$ cat config.mk
export PLATFORM = sky130hd
export DESIGN_NAME = polar_to_cmplx
export DESIGN_NICKNAME = d
export VERILOG_FILES = /design/src/rtl/cordic_pkg.sv /design/src/rtl/polar_to_cmplx.sv
export SDC_FILE = /design/constraint.sdc
export NUM_CORES = 1
export LEC_CHECK = 0
export CAP_MARGIN = 20
export CORE_MARGIN = 5
export CORE_UTILIZATION = 30
export CTS_CLUSTER_SIZE = 30
export DETAILED_ROUTE_END_ITERATION = 10
export PLACE_DENSITY = 0.55
export SLEW_MARGIN = 15
export SYNTH_ARGS = -nofsm -noshare
export SYNTH_HDL_FRONTEND = slang
export SYNTH_SLANG_ARGS = --single-unit
$ cat constraint.sdc
create_clock -name i_clk -period 7.5 [get_ports i_clk]
set_clock_uncertainty 0.15 [all_clocks]
set_input_delay 1.5 -clock i_clk [delete_from_list [all_inputs] [get_ports i_clk]]
set_output_delay 1.5 -clock i_clk [all_outputs]
set_load 0.01 [all_outputs]
$ cat src/rtl/cordic_pkg.sv
// cordic_pkg: shared CORDIC state encoding, arctangent table and gain-compensation shifts
package cordic_pkg;
  typedef enum logic [2:0] {IDLE, PRE, ROT, POST, DONE} cordic_state_t;
  localparam int ATAN_FRAC = 4;
  localparam int GAIN_SH0 = 1;
  localparam int GAIN_SH1 = 3;
  localparam int GAIN_SH2 = 6;
  localparam int GAIN_SH3 = 9;
  function automatic logic [15:0] atan_lut(input logic [3:0] k);
    case (k)
      4'd0: return 16'd8192;
      4'd1: return 16'd4836;
      4'd2: return 16'd2555;
      4'd3: return 16'd1297;
      4'd4: return 16'd651;
      4'd5: return 16'd326;
      4'd6: return 16'd163;
      4'd7: return 16'd81;
      4'd8: return 16'd41;
      4'd9: return 16'd20;
      4'd10: return 16'd10;
      4'd11: return 16'd5;
      4'd12: return 16'd3;
      4'd13: return 16'd1;
      4'd14: return 16'd1;
      default: return 16'd0;
    endcase
  endfunction
endpackage

$ cat src/rtl/polar_to_cmplx.sv
// polar_to_cmplx: iterative rotation-mode CORDIC turning (magnitude, phase) into (I, Q)
module polar_to_cmplx
  import cordic_pkg::*;
#(
  parameter int WIDTH = 10,
  parameter int PHASE_W = 12,
  parameter int ITER = 12
) (
  input  logic               i_clk,
  input  logic               i_rst,
  input  logic [WIDTH-1:0]   i_mag,
  input  logic [PHASE_W-1:0] i_phase,
  input  logic               i_valid,
  output logic               o_ready,
  output logic [WIDTH-1:0]   o_i,
  output logic [WIDTH-1:0]   o_q,
  output logic               o_valid,
  input  logic               i_ready
);
  localparam int XW = WIDTH + 3;
  localparam int ZW = PHASE_W + 3;
  localparam int MW = WIDTH + 4;
  localparam int PW = WIDTH + GAIN_SH3;
  localparam int SMAX = (1 << (WIDTH - 1)) - 1;
  cordic_state_t state, state_nx;
  logic [WIDTH-2:0] mag;
  logic [PHASE_W-1:0] phase;
  logic [1:0] quad;
  logic [4:0] k;
  logic last, dir_pos;
  logic [PW-1:0] prod;
  logic signed [XW-1:0] x, y, x_sh, y_sh, x_pre;
  logic signed [ZW-1:0] z, z_pre, atan_k;
  logic signed [MW-1:0] xe, ye, mi, mq, ri, rq;

  function automatic logic [WIDTH-1:0] sat(input logic signed [MW-1:0] v);
    return v > MW'(SMAX) ? WIDTH'(SMAX) : v < MW'(-SMAX) ? WIDTH'(-SMAX) : v[WIDTH-1:0];
  endfunction

  // gain pre-compensation summed at full precision and rounded once into x's 2 fractional bits
  assign prod = (PW'(mag) << (GAIN_SH3 - GAIN_SH0)) + (PW'(mag) << (GAIN_SH3 - GAIN_SH1))
              - (PW'(mag) << (GAIN_SH3 - GAIN_SH2)) - PW'(mag) + PW'(1 << (GAIN_SH3 - 3));
  assign x_pre = XW'(prod >> (GAIN_SH3 - 2));
  // z carries one bit beyond the residual so a phase just below a quarter turn stays positive
  assign z_pre = ZW'({phase[PHASE_W-3:0], {ATAN_FRAC{1'b0}}});
  assign quad = phase[PHASE_W-1 -: 2];
  assign x_sh = x >>> k;
  assign y_sh = y >>> k;
  assign dir_pos = ~z[ZW-1];
  assign atan_k = ZW'(atan_lut(k[3:0]));
  assign last = k == 5'(ITER - 1);
  assign xe = {{(MW-XW){x[XW-1]}}, x};
  assign ye = {{(MW-XW){y[XW-1]}}, y};
  assign mi = quad == 2'd0 ? xe : quad == 2'd1 ? -ye : quad == 2'd2 ? -xe : ye;
  assign mq = quad == 2'd0 ? ye : quad == 2'd1 ? xe : quad == 2'd2 ? -ye : -xe;
  assign ri = (mi + MW'(2)) >>> 2;
  assign rq = (mq + MW'(2)) >>> 2;
  assign o_ready = state == IDLE;
  assign o_valid = state == DONE;

  // state register
  always_ff @(posedge i_clk or posedge i_rst)
    if (i_rst) state <= IDLE;
    else state <= state_nx;

  // next-state selection: one pass through PRE, ITER rotations, POST, then hold in DONE
  always_comb begin
    state_nx = state;
    case (state)
      IDLE: state_nx = i_valid ? PRE : IDLE;
      PRE: state_nx = ROT;
      ROT: state_nx = last ? POST : ROT;
      POST: state_nx = DONE;
      DONE: state_nx = i_ready ? IDLE : DONE;
      default: state_nx = IDLE;
    endcase
  end

  // datapath: capture, pre-scale, shared add/sub micro-rotation, quadrant map and round
  always_ff @(posedge i_clk or posedge i_rst)
    if (i_rst) begin
      mag <= '0;
      phase <= '0;
      x <= '0;
      y <= '0;
      z <= '0;
      k <= '0;
      o_i <= '0;
      o_q <= '0;
    end else begin
      if (state == IDLE && i_valid) begin
        mag <= i_mag > WIDTH'(SMAX) ? (WIDTH-1)'(SMAX) : i_mag[WIDTH-2:0];
        phase <= i_phase;
      end
      if (state == PRE) begin
        x <= x_pre;
        y <= '0;
        z <= z_pre;
        k <= '0;
      end
      if (state == ROT) begin
        x <= dir_pos ? x - y_sh : x + y_sh;
        y <= dir_pos ? y + x_sh : y - x_sh;
        z <= dir_pos ? z - atan_k : z + atan_k;
        k <= k + 5'd1;
      end
      if (state == POST) begin
        o_i <= sat(ri);
        o_q <= sat(rq);
      end
    end
endmodule

# --- Word level (Yosys, flattened, before mapping) ---
# Memory sizes are Yosys's and may differ from the RTL's.
# Cells that the tools add are included.
word_totals:
  ram_bits: 0
  latchBits: 0
  register_bits: 90
  mem_bits_ro: 224
  out_inout_bits: 22
  memories: 1
mem_list:
  columns: ["name", "words", "width", "rd", "rd_ports_with_merged_regs", "wr", "line_no", "text"]
  rows:
  - ["(no name shown)", 16, 14, 1, 0, 0, "cordic_pkg.sv:10", "case (k)"]
classes:
  n_bitwise: 0
  n_eq_ne: 7
  reduce_logical: 4
  multipliers: 0
  n_lt_le_gt_ge: 5
  shift: 2
  div_mod_pow: 0
  muxes: 26
  add_sub_neg: 15
ops:
  columns: ["op", "n"]
  rows:
  - ["$mux W14", 6]
  - ["$mux W13", 6]
  - ["$mux W15", 3]
  - ["$mux W10", 4]
  - ["$add A14 B3 Y14 const B", 2]
  - ["$neg A13 Y14", 2]
  - ["$add A13 B13 Y13", 2]
  - ["$sshr A13 B5 Y13", 2]
  - ["$sub A13 B13 Y13", 2]
  - ["$gt A12 B10 Y1 const B", 2]
  - ["$lt A12 B10 Y1 const B", 2]
  - ["$add A19 B7 Y19 const B", 1]
  - ["$sub A18 B12 Y19", 1]
  - ["$sub A19 B9 Y19", 1]
  - ["$add A17 B15 Y18", 1]
  - ["$add A15 B15 Y15", 1]
  - ["$pmux W3 S5", 1]
  - ["$sub A15 B15 Y15", 1]
  - ["$gt A10 B9 Y1 const B", 1]
  - ["$mux W5", 2]
  - ["$mux W9", 1]
  - ["$eq A3 B2 Y1 const B", 2]
  - ["$add A5 B1 Y5 const B", 1]
  - ["$eq A5 B4 Y1 const B", 1]
  - ["10 further kinds", 11]

# --- Longest topological paths before layout ---
# Gate-level depths: netlist of run 1.
depth:
  ltp_word: 8
  mapped_depth: 24

# --- Worst setup path before layout of run 1 ---
# Ideal clock, no wire load.
synth_timing:
  path_kind: "register to register"
  start: "register k[0]"
  end: "register z[13]"
  path_stages_with_launch: 19
  setup_time_ns: 0.104
  path_slack_ns: 2.009
  arrival_time_ns: 5.237
  synth_period_minus_slack_ns: 5.491
  required_ns: 7.246
  n_path_buf: 3
  cell_sequence: "dfrtp_1 clkbuf_1 buf_1 clkbuf_1 inv_1 ha_1 mux4_2 ha_1 mux2_2 ha_1 a21o_1 a21o_1 a2111oi_0 o311ai_0 a21o_1 a21o_1 a31oi_1 xor2_1 a221oi_1"
synth_via:
  elab_chain_cells: 4
  word_cells_on_any_way: 5
synth_rtl:
  columns: ["item", "line_no", "text"]
  rows:
  - ["from (decl)", "polar_to_cmplx.sv:29", "logic [4:0] k;"]
  - ["from (signal assigned)", "polar_to_cmplx.sv:105", "k <= k + 5'd1;"]
  - ["$mem_v2 Z16 W14 *", null, null]
  - ["$sub A15 B15 Y15 or $add A15 B15 Y15 (tied branches)", "polar_to_cmplx.sv:104", "z <= dir_pos ? z - atan_k : z + atan_k;"]
  - ["$mux W15 *", "polar_to_cmplx.sv:104", null]
  - ["$mux W15 *", "polar_to_cmplx.sv:101", "if (state == ROT) begin"]
  - ["to (signal assigned)", "polar_to_cmplx.sv:98", "z <= z_pre;"]
  - ["to (signal assigned)", "polar_to_cmplx.sv:104", null]
  - ["to (decl)", "polar_to_cmplx.sv:33", "logic signed [ZW-1:0] z, z_pre, atan_k;"]
# Every way passes the cells marked *; elsewhere a longest branch is shown, timed or not.
# A chain may end at the register's enable or synchronous reset.

# --- Worst setup path after layout of run 1 ---
# Same ends and word-level chain as after synthesis.

==> results of run 1 <==
## metrics by stage
step / hold slack, ns / cell area, um^2 / worst slack, ns / instances / util, %
after CTS: 0.3450 / 12030 / 1.872 / 1776 / 33.66
after detailed placement: 0.3267 / 11700 / 1.924 / 1760 / 32.75
after global routing: 0.3817 / 12040 / 1.627 / 1777 / 33.68
final: 0.3371 / 12040 / 1.944 / 1777 / 33.68
after global placement: 0.3104 / 11700 / 2.059 / 1760 / 32.75
after floorplan: 0.3063 / 10900 / 2.009 / 1327 / -
## placed cells by master (no fill, tap or decap), types with 10 or more instances in the layout
cell             netlist  layout
o22ai_1               25      25
nand2_1              101     101
nor3_1                41      41
nand4_1               15      15
nor2_1                87      87
o211ai_1              10      10
or3_1                 11      11
a211oi_1              12      12
mux2_2                20      20
nand2b_1              17      17
nor2b_1               15      15
and2_1                14      14
fa_1                  11      11
a21boi_0              10      10
o21ai_0               92      92
and3_1                14      14
ha_1                  81      81
nand3_1               24      24
a31oi_1               26      26
nor4_1                14      14
buf_4                  1      15
a21o_1                26      26
or2_2                 11      11
xnor2_1               65      65
a22oi_1               11      11
a21oi_1               77      77
mux4_2                30      30
o31ai_1               15      15
clkdlybuf4s50_1        0      47
dfrtp_1               90      89
inv_1                 73      72
xor2_1                37      37
mux2i_1               24      24
## worst reg2reg max path, cell delays in order (launching register included)
cell and delay [ns]:
dfrtp_2 0.97, inv_1 0.21, ha_1 0.41, mux4_2 0.50, ha_1 0.28, mux2_2 0.27, ha_1 0.27, a21o_1 0.17
a21o_1 0.20, a2111oi_0 0.63, o311ai_0 0.37, a21o_1 0.25, a21o_1 0.20, a31oi_1 0.20, xor2_1 0.09, a221oi_1 0.28
## layer usage
metal	vias up	GRT usage, %	share of wire, %
li1	4881	-	-
met2	296	25.34	46
met1	4774	20.88	46
met3	46	2.536	5.2
met5	-	0	0
met4	0	4.449	2.3
## registers in the layout, summed over array words and instances, names as in the netlist
| signal | count |
|---|---|
| phase | 12 |
| o_q | 10 |
| k | 5 |
| o_i | 10 |
| mag | 9 |
| state | 3 |
| y | 13 |
| x | 13 |
| z | 15 |
## cell usage after synthesis (8+ instances only)
cell type / n / area (um^2)
fa_1: 11 / 220.2
nor2b_1: 15 / 93.84
nand3b_1: 9 / 67.56
nor3_1: 41 / 205.2
mux4_2: 30 / 675.7
o21ai_0: 92 / 460.4
and2_1: 14 / 87.58
a21boi_0: 10 / 75.07
o32ai_1: 8 / 70.07
a211oi_1: 12 / 90.09
o211ai_1: 10 / 75.07
or3_1: 11 / 68.82
xor2_1: 37 / 324.1
nor2_1: 87 / 326.6
ha_1: 81 / 1013
inv_1: 73 / 274.0
a31o_2: 8 / 70.07
mux2_2: 20 / 225.2
nand2b_1: 17 / 106.4
o22ai_1: 25 / 156.4
mux2i_1: 24 / 240.2
o31ai_1: 15 / 112.6
nand2_1: 101 / 379.1
a22oi_1: 11 / 82.58
dfrtp_1: 90 / 2252
xnor2_1: 65 / 569.3
a31oi_1: 26 / 162.7
clkbuf_1: 70 / 262.8
buf_1: 13 / 48.80
a21oi_1: 77 / 385.4
nand3_1: 24 / 120.1
nand4_1: 15 / 93.84
and3_1: 14 / 87.58
or2_2: 11 / 68.82
a21o_1: 26 / 195.2
nor4_1: 14 / 87.58
## worst paths after layout
kind                                     from                 end  slack [ns]
setup / recovery             k[0]$_DFFE_PP0P_   z[13]$_DFFE_PP0P_        1.94
hold / removal             o_i[9]$_DFFE_PP0P_  o_i[9]$_DFFE_PP0P_        0.34
setup reg to reg             k[0]$_DFFE_PP0P_   z[13]$_DFFE_PP0P_        1.94
hold reg to reg            o_i[9]$_DFFE_PP0P_  o_i[9]$_DFFE_PP0P_        0.34
max in group asynchronous               i_rst    k[0]$_DFFE_PP0P_        4.61
min in group asynchronous               i_rst  o_i[9]$_DFFE_PP0P_        1.29
## area by class of cell
class	count	area share, %
clock buffers	11	2.017
flip-flops and latches	90	18.72
repair buffers	63	4.886
inverters	77	2.422
well taps	461	4.792
multi-input cells	1070	66.46
clock inverters	5	0.7069
## cells by family (layout without fill, tap and decap cells)
group           Yosys count  in the layout  synth area share [%]
mux                      74             74                 10.47
simple gates            403            403                 18.95
flops                    90             90                 20.66
compound gates          399            399                 24.45
buf+inv                 167            156                 5.968
xor+xnor                102            102                 8.195
fa+ha+maj                92             92                 11.32
==> out/results.ini, run 1 <==
[status]
outcome=finished clean

[yosys]
netlist_area_mm2=0.01090
synth_edf_count=0
synth.ff_latch_count=90
async_flop_share_pct=100.0
synthCells=1327
yosysWarnings=0
synth_cell_types=88
syn-num-nets=1445
ys.flop_type=dfrtp_1
synth.avg_cell_area_um2=8.215
yosysSeqAreaShare_pct=20.66

[setup_path]
start_kind=flip-flop
crit_chain=inv_1 -> ha_1 -> mux4_2 -> ha_1 -> mux2_2 -> ha_1 -> a21o_1 -> a21o_1 -> a2111oi_0 -> o311ai_0 -> a21o_1 -> a21o_1 -> a31oi_1 -> xor2_1 -> a221oi_1
crit_path_max_incr_delay_ns=0.97
cp_top_family=compound AO/OA/AOI/OAI gates
cpMaxStageDelayCell=dfrtp_2
r2r_cells=15
cp.depth=15
crit_type=reg -> reg
crit_path_max_fanout=37
required_ns=7.61
crit_top_cell=a21o_1
critPathBufInv=1
worst_setup_path_end_kind=flip-flop
cp_data_arrival_time_ns=5.67

[finish]
multi_input_area_mm2=0.007999
nFillCells=3844
synthToLayoutAreaGrowth_pct=10.41
diodes=0
register_area_mm2=0.002253
fin_nets=1429
drive_gt1_share_pct=8.891

[placed_design]
gp_congestion=0.8556
place_hpwl_um=23090
io_buffers=47

[timing]
slew_headroom_pct=33.40
rsz0062_at_grt=false
tightest_slew_ns=0.9928
setup_tns_ns=0
final_hold_viol_count=0
period_share_pct=74.08
finalSetupViolCount=0
drv_slew=0
period_minus_slack_ns=5.556
fmaxAchievable_mhz=180.0

[clock_network]
hold_buffers=0
clock-sinks=90
cts.clk_slew.worst_paths_ns=0.08
cts-root-buf=clkbuf_16
cts_setup_buffers=0
numCtsBuffers=9
cts_tree=built
cts_max_level=3
post_cts_resized=0
worstSkewPairLatency_ns=0.36
clockBufferDepth=2

[die]
die_w_um=200.6
start_util_pct=30.50
core_area_mm2=0.03574
die-area_mm2=0.04025
die_y_um=200.6
ios=48
core.rowCount=69

[drt]
vias=9997
drt_first_pass_iters=5
wirelength_um=31660
drc=0
drt_iter0_markers=843
viasPerCell=5.626
ant_nets=0
wl_per_cell_um=17.81

[grt]
grt_pass1_vias=9774
grt-ovfl-total=0
grt_usage_pct=15.38
grt_max_degree=71
antenna_found_initial=0
grt_pass1_wl_um=51810

[flow_run]
maxCapViolations=0

[hold_path]
hold_class=reg -> reg
hold_depth=1

Power of run 1 is not shown: default switching activity piles up to over one toggle a cycle in this logic, so the estimate is an artifact.
==> run 2: changes to the inputs <==
--- a/config.mk
+++ b/config.mk
@@ -10,7 +10,7 @@
 export CORE_UTILIZATION = 30
 export CTS_CLUSTER_SIZE = 30
 export DETAILED_ROUTE_END_ITERATION = 10
-export PLACE_DENSITY = 0.55
+export PLACE_DENSITY = 0.57
 export SLEW_MARGIN = 15
 export SYNTH_ARGS = -nofsm -noshare
 export SYNTH_HDL_FRONTEND = slang
==> constraint.sdc (replaced) <==
create_clock -name i_clk -period 4.8 [get_ports i_clk]
set_clock_uncertainty 0.15 [all_clocks]
set_input_delay 0.96 -clock i_clk [delete_from_list [all_inputs] [get_ports i_clk]]
set_output_delay 0.96 -clock i_clk [all_outputs]
set_load 0.01 [all_outputs]
==> run 2 against run 1 <==
  * Sequential share of layout area decreased by 0.67 points
  * Utilization increased by 1.3 points
  * Critical path depth increased by 1
  * Hold slack got worse by 0.0028 ns
  * Final area increased by 3.7%
  * Die area unchanged
  * Global-route usage increased by 0.64 points
  * Largest cell class unchanged
==> out/results.ini, run 2 (synthesis gave the netlist of run 1 again) <==
[status]
outcome=finished clean

[setup_path]
critPathBufInv=1  ; unchanged
crit_path_max_fanout=20  ; -46%
cp_top_family=simple AND/OR/NAND/NOR gates
r2r_cells=16  ; +1
start_kind=flip-flop
regToRegStartpoint=k[0]$_DFFE_PP0P_
r2r_slack_ns=0.30  ; -1.65 ns
worst_setup_path_end_kind=flip-flop
crit-reg2reg-capture=y[12]$_DFFE_PP0P_
required_ns=4.90  ; -2.71 ns
crit_chain=buf_12 -> mux4_2 -> mux4_2 -> a21boi_2 -> ha_2 -> nand3_1 -> or4_4 -> nor2_2 -> nor4_1 -> a311oi_1 -> ha_1 -> or2_2 -> a21oi_1 -> a21oi_1 -> xnor2_1 -> o21ai_0
cpMaxStageDelayCell=mux4_2
crit_type=reg -> reg
cp_data_arrival_time_ns=4.60  ; -1.07 ns
crit_path_max_incr_delay_ns=0.54  ; -0.43 ns

[die]
core.rowCount=69  ; unchanged
core_area_mm2=0.03574  ; unchanged
ios=48  ; unchanged
die_w_um=200.6  ; unchanged
start_util_pct=30.50  ; unchanged
die-area_mm2=0.04025  ; unchanged
die_y_um=200.6  ; unchanged

[hold_path]
hold_depth=1  ; unchanged
hp-start=o_i[9]$_DFFE_PP0P_
hold_class=reg -> reg
hold_end=o_i[9]$_DFFE_PP0P_

[grt]
grt-ovfl-total=0  ; unchanged
grt_max_degree=48  ; -32%
grt_pass1_wl_um=53750  ; +3.8%
grt_pass1_vias=10040  ; +2.7%
grt_usage_pct=16.03  ; +0.64 points
antenna_found_initial=0  ; unchanged

[drt]
ant_nets=0  ; unchanged
drt_first_pass_iters=5  ; unchanged
viasPerCell=5.599  ; -0.48%
wirelength_um=32940  ; +4.0%
drt_iter0_markers=805  ; -4.5%
vias=10240  ; +2.4%
wl_per_cell_um=18.01  ; +1.1%
drc=0  ; unchanged

[timing]
period_minus_slack_ns=4.504  ; -1.052 ns
slew_headroom_pct=33.72  ; +0.31 points
finalSetupViolCount=0  ; unchanged
fmaxAchievable_mhz=222.0  ; +23%
final_hold_viol_count=0  ; unchanged
drv_slew=0  ; unchanged
period_share_pct=93.84  ; +20 points
tightest_slew_ns=0.9906  ; -0.002209 ns

[placed_design]
place_hpwl_um=24790  ; +7.3%
gp_congestion=0.9054  ; +5.8%
place_area_mm2=0.01211  ; +3.5%
io_buffers=47  ; unchanged

[clock_network]
hold_buffers=0  ; unchanged
cts.clk_slew.worst_paths_ns=0.08  ; about the same
worstSkewPairLatency_ns=0.37  ; about the same
cts-root-buf=clkbuf_16
cts_tree=built
numCtsBuffers=9  ; unchanged
clockBufferDepth=2  ; unchanged
cts_max_level=3  ; unchanged
clock-sinks=90  ; unchanged

[finish]
design_area_mm2=0.01249  ; +3.7%
largest-register=z
fin_nets=1481  ; +3.6%
diodes=0  ; unchanged
layout_common_cells=nand2_1, o21ai_0, dfrtp_1
top_regs=z: 15 flops, x: 13 flops, y: 13 flops
synthToLayoutAreaGrowth_pct=14.53
final_common_cell=nand2_1
multi_input_area_mm2=0.008039  ; +0.50%
drive_gt1_share_pct=13.16  ; +4.3 points
nFillCells=3813  ; -0.81%
final_util_pct=34.93  ; +1.3 points
largest_reg_flops=15  ; unchanged
register_area_mm2=0.002253  ; unchanged

[flow_run]
maxCapViolations=0  ; unchanged

## run 2: changes by cell type in the layout (fill, tap and decap cells not counted), sizes merged
| cell | delta |
|---|---|
| buf | +52 |
| bufinv | -1 |
| clkbuf | -1 |
| clkinv | +1 |
| inv | +1 |
## run 2: what timing repair did
action                                 CTS  global route
gates resized for setup                  0            16
buffers inserted                         0             1
setup endpoints to repair                0            10
endpoints found under the hold margin    0             0
## run 2: layer usage
layer	track usage [%]	part of all wire (%)
met5	0	0
met4	4.843	2.4
met3	2.165	5.2
met2	26.59	47
met1	21.81	46
## run 2: worst reg2reg max path, cell delays in order, from the launching register on
cell	delay [ns]
dfrtp_2	0.43
buf_12	0.20
mux4_2	0.54
mux4_2	0.50
a21boi_2	0.20
ha_2	0.24
nand3_1	0.12
or4_4	0.47
nor2_2	0.12
nor4_1	0.06
a311oi_1	0.29
ha_1	0.30
or2_2	0.32
a21oi_1	0.14
a21oi_1	0.06
xnor2_1	0.16
o21ai_0	0.08
## run 2: cell type report
class / instances / share of cell area (%)
clock buffer: 10 / 1.914
clock inverter: 6 / 0.5812
inverter: 77 / 2.335
multi-input combinational: 1070 / 64.39
sequential: 90 / 18.05
tap: 461 / 4.620
timing repair buffer: 115 / 8.117
## run 2: worst max path at each step
stage                                 from           endpoint  cells past startpoint
after floorplan           k[2]$_DFFE_PP0P_  z[13]$_DFFE_PP0P_                     17
after global placement    k[0]$_DFFE_PP0P_  x[10]$_DFFE_PP0P_                     17
after detailed placement  k[0]$_DFFE_PP0P_  y[12]$_DFFE_PP0P_                     16
after CTS                 k[0]$_DFFE_PP0P_  x[10]$_DFFE_PP0P_                     17
after global routing      k[0]$_DFFE_PP0P_  y[12]$_DFFE_PP0P_                     16
final                     k[0]$_DFFE_PP0P_  y[12]$_DFFE_PP0P_                     16
## run 2: metrics by stage
| stage | setup TNS (ns) | std cells | setup slack [ns] | hold slack [ns] |
|---|---|---|---|---|
| CTS | 0 | 1827 | 0.1125 | 0.3404 |
| global placement | 0 | 1811 | 0.1799 | 0.3112 |
| global route | -0.005345 | 1829 | -0.005345 | 0.3751 |
| finish | 0 | 1829 | 0.2959 | 0.3344 |
| detailed placement | 0 | 1811 | 0.1372 | 0.3238 |
| floorplan | -0.1746 | 1327 | -0.1746 | 0.3063 |
Power of run 2 is left out for the same reason.
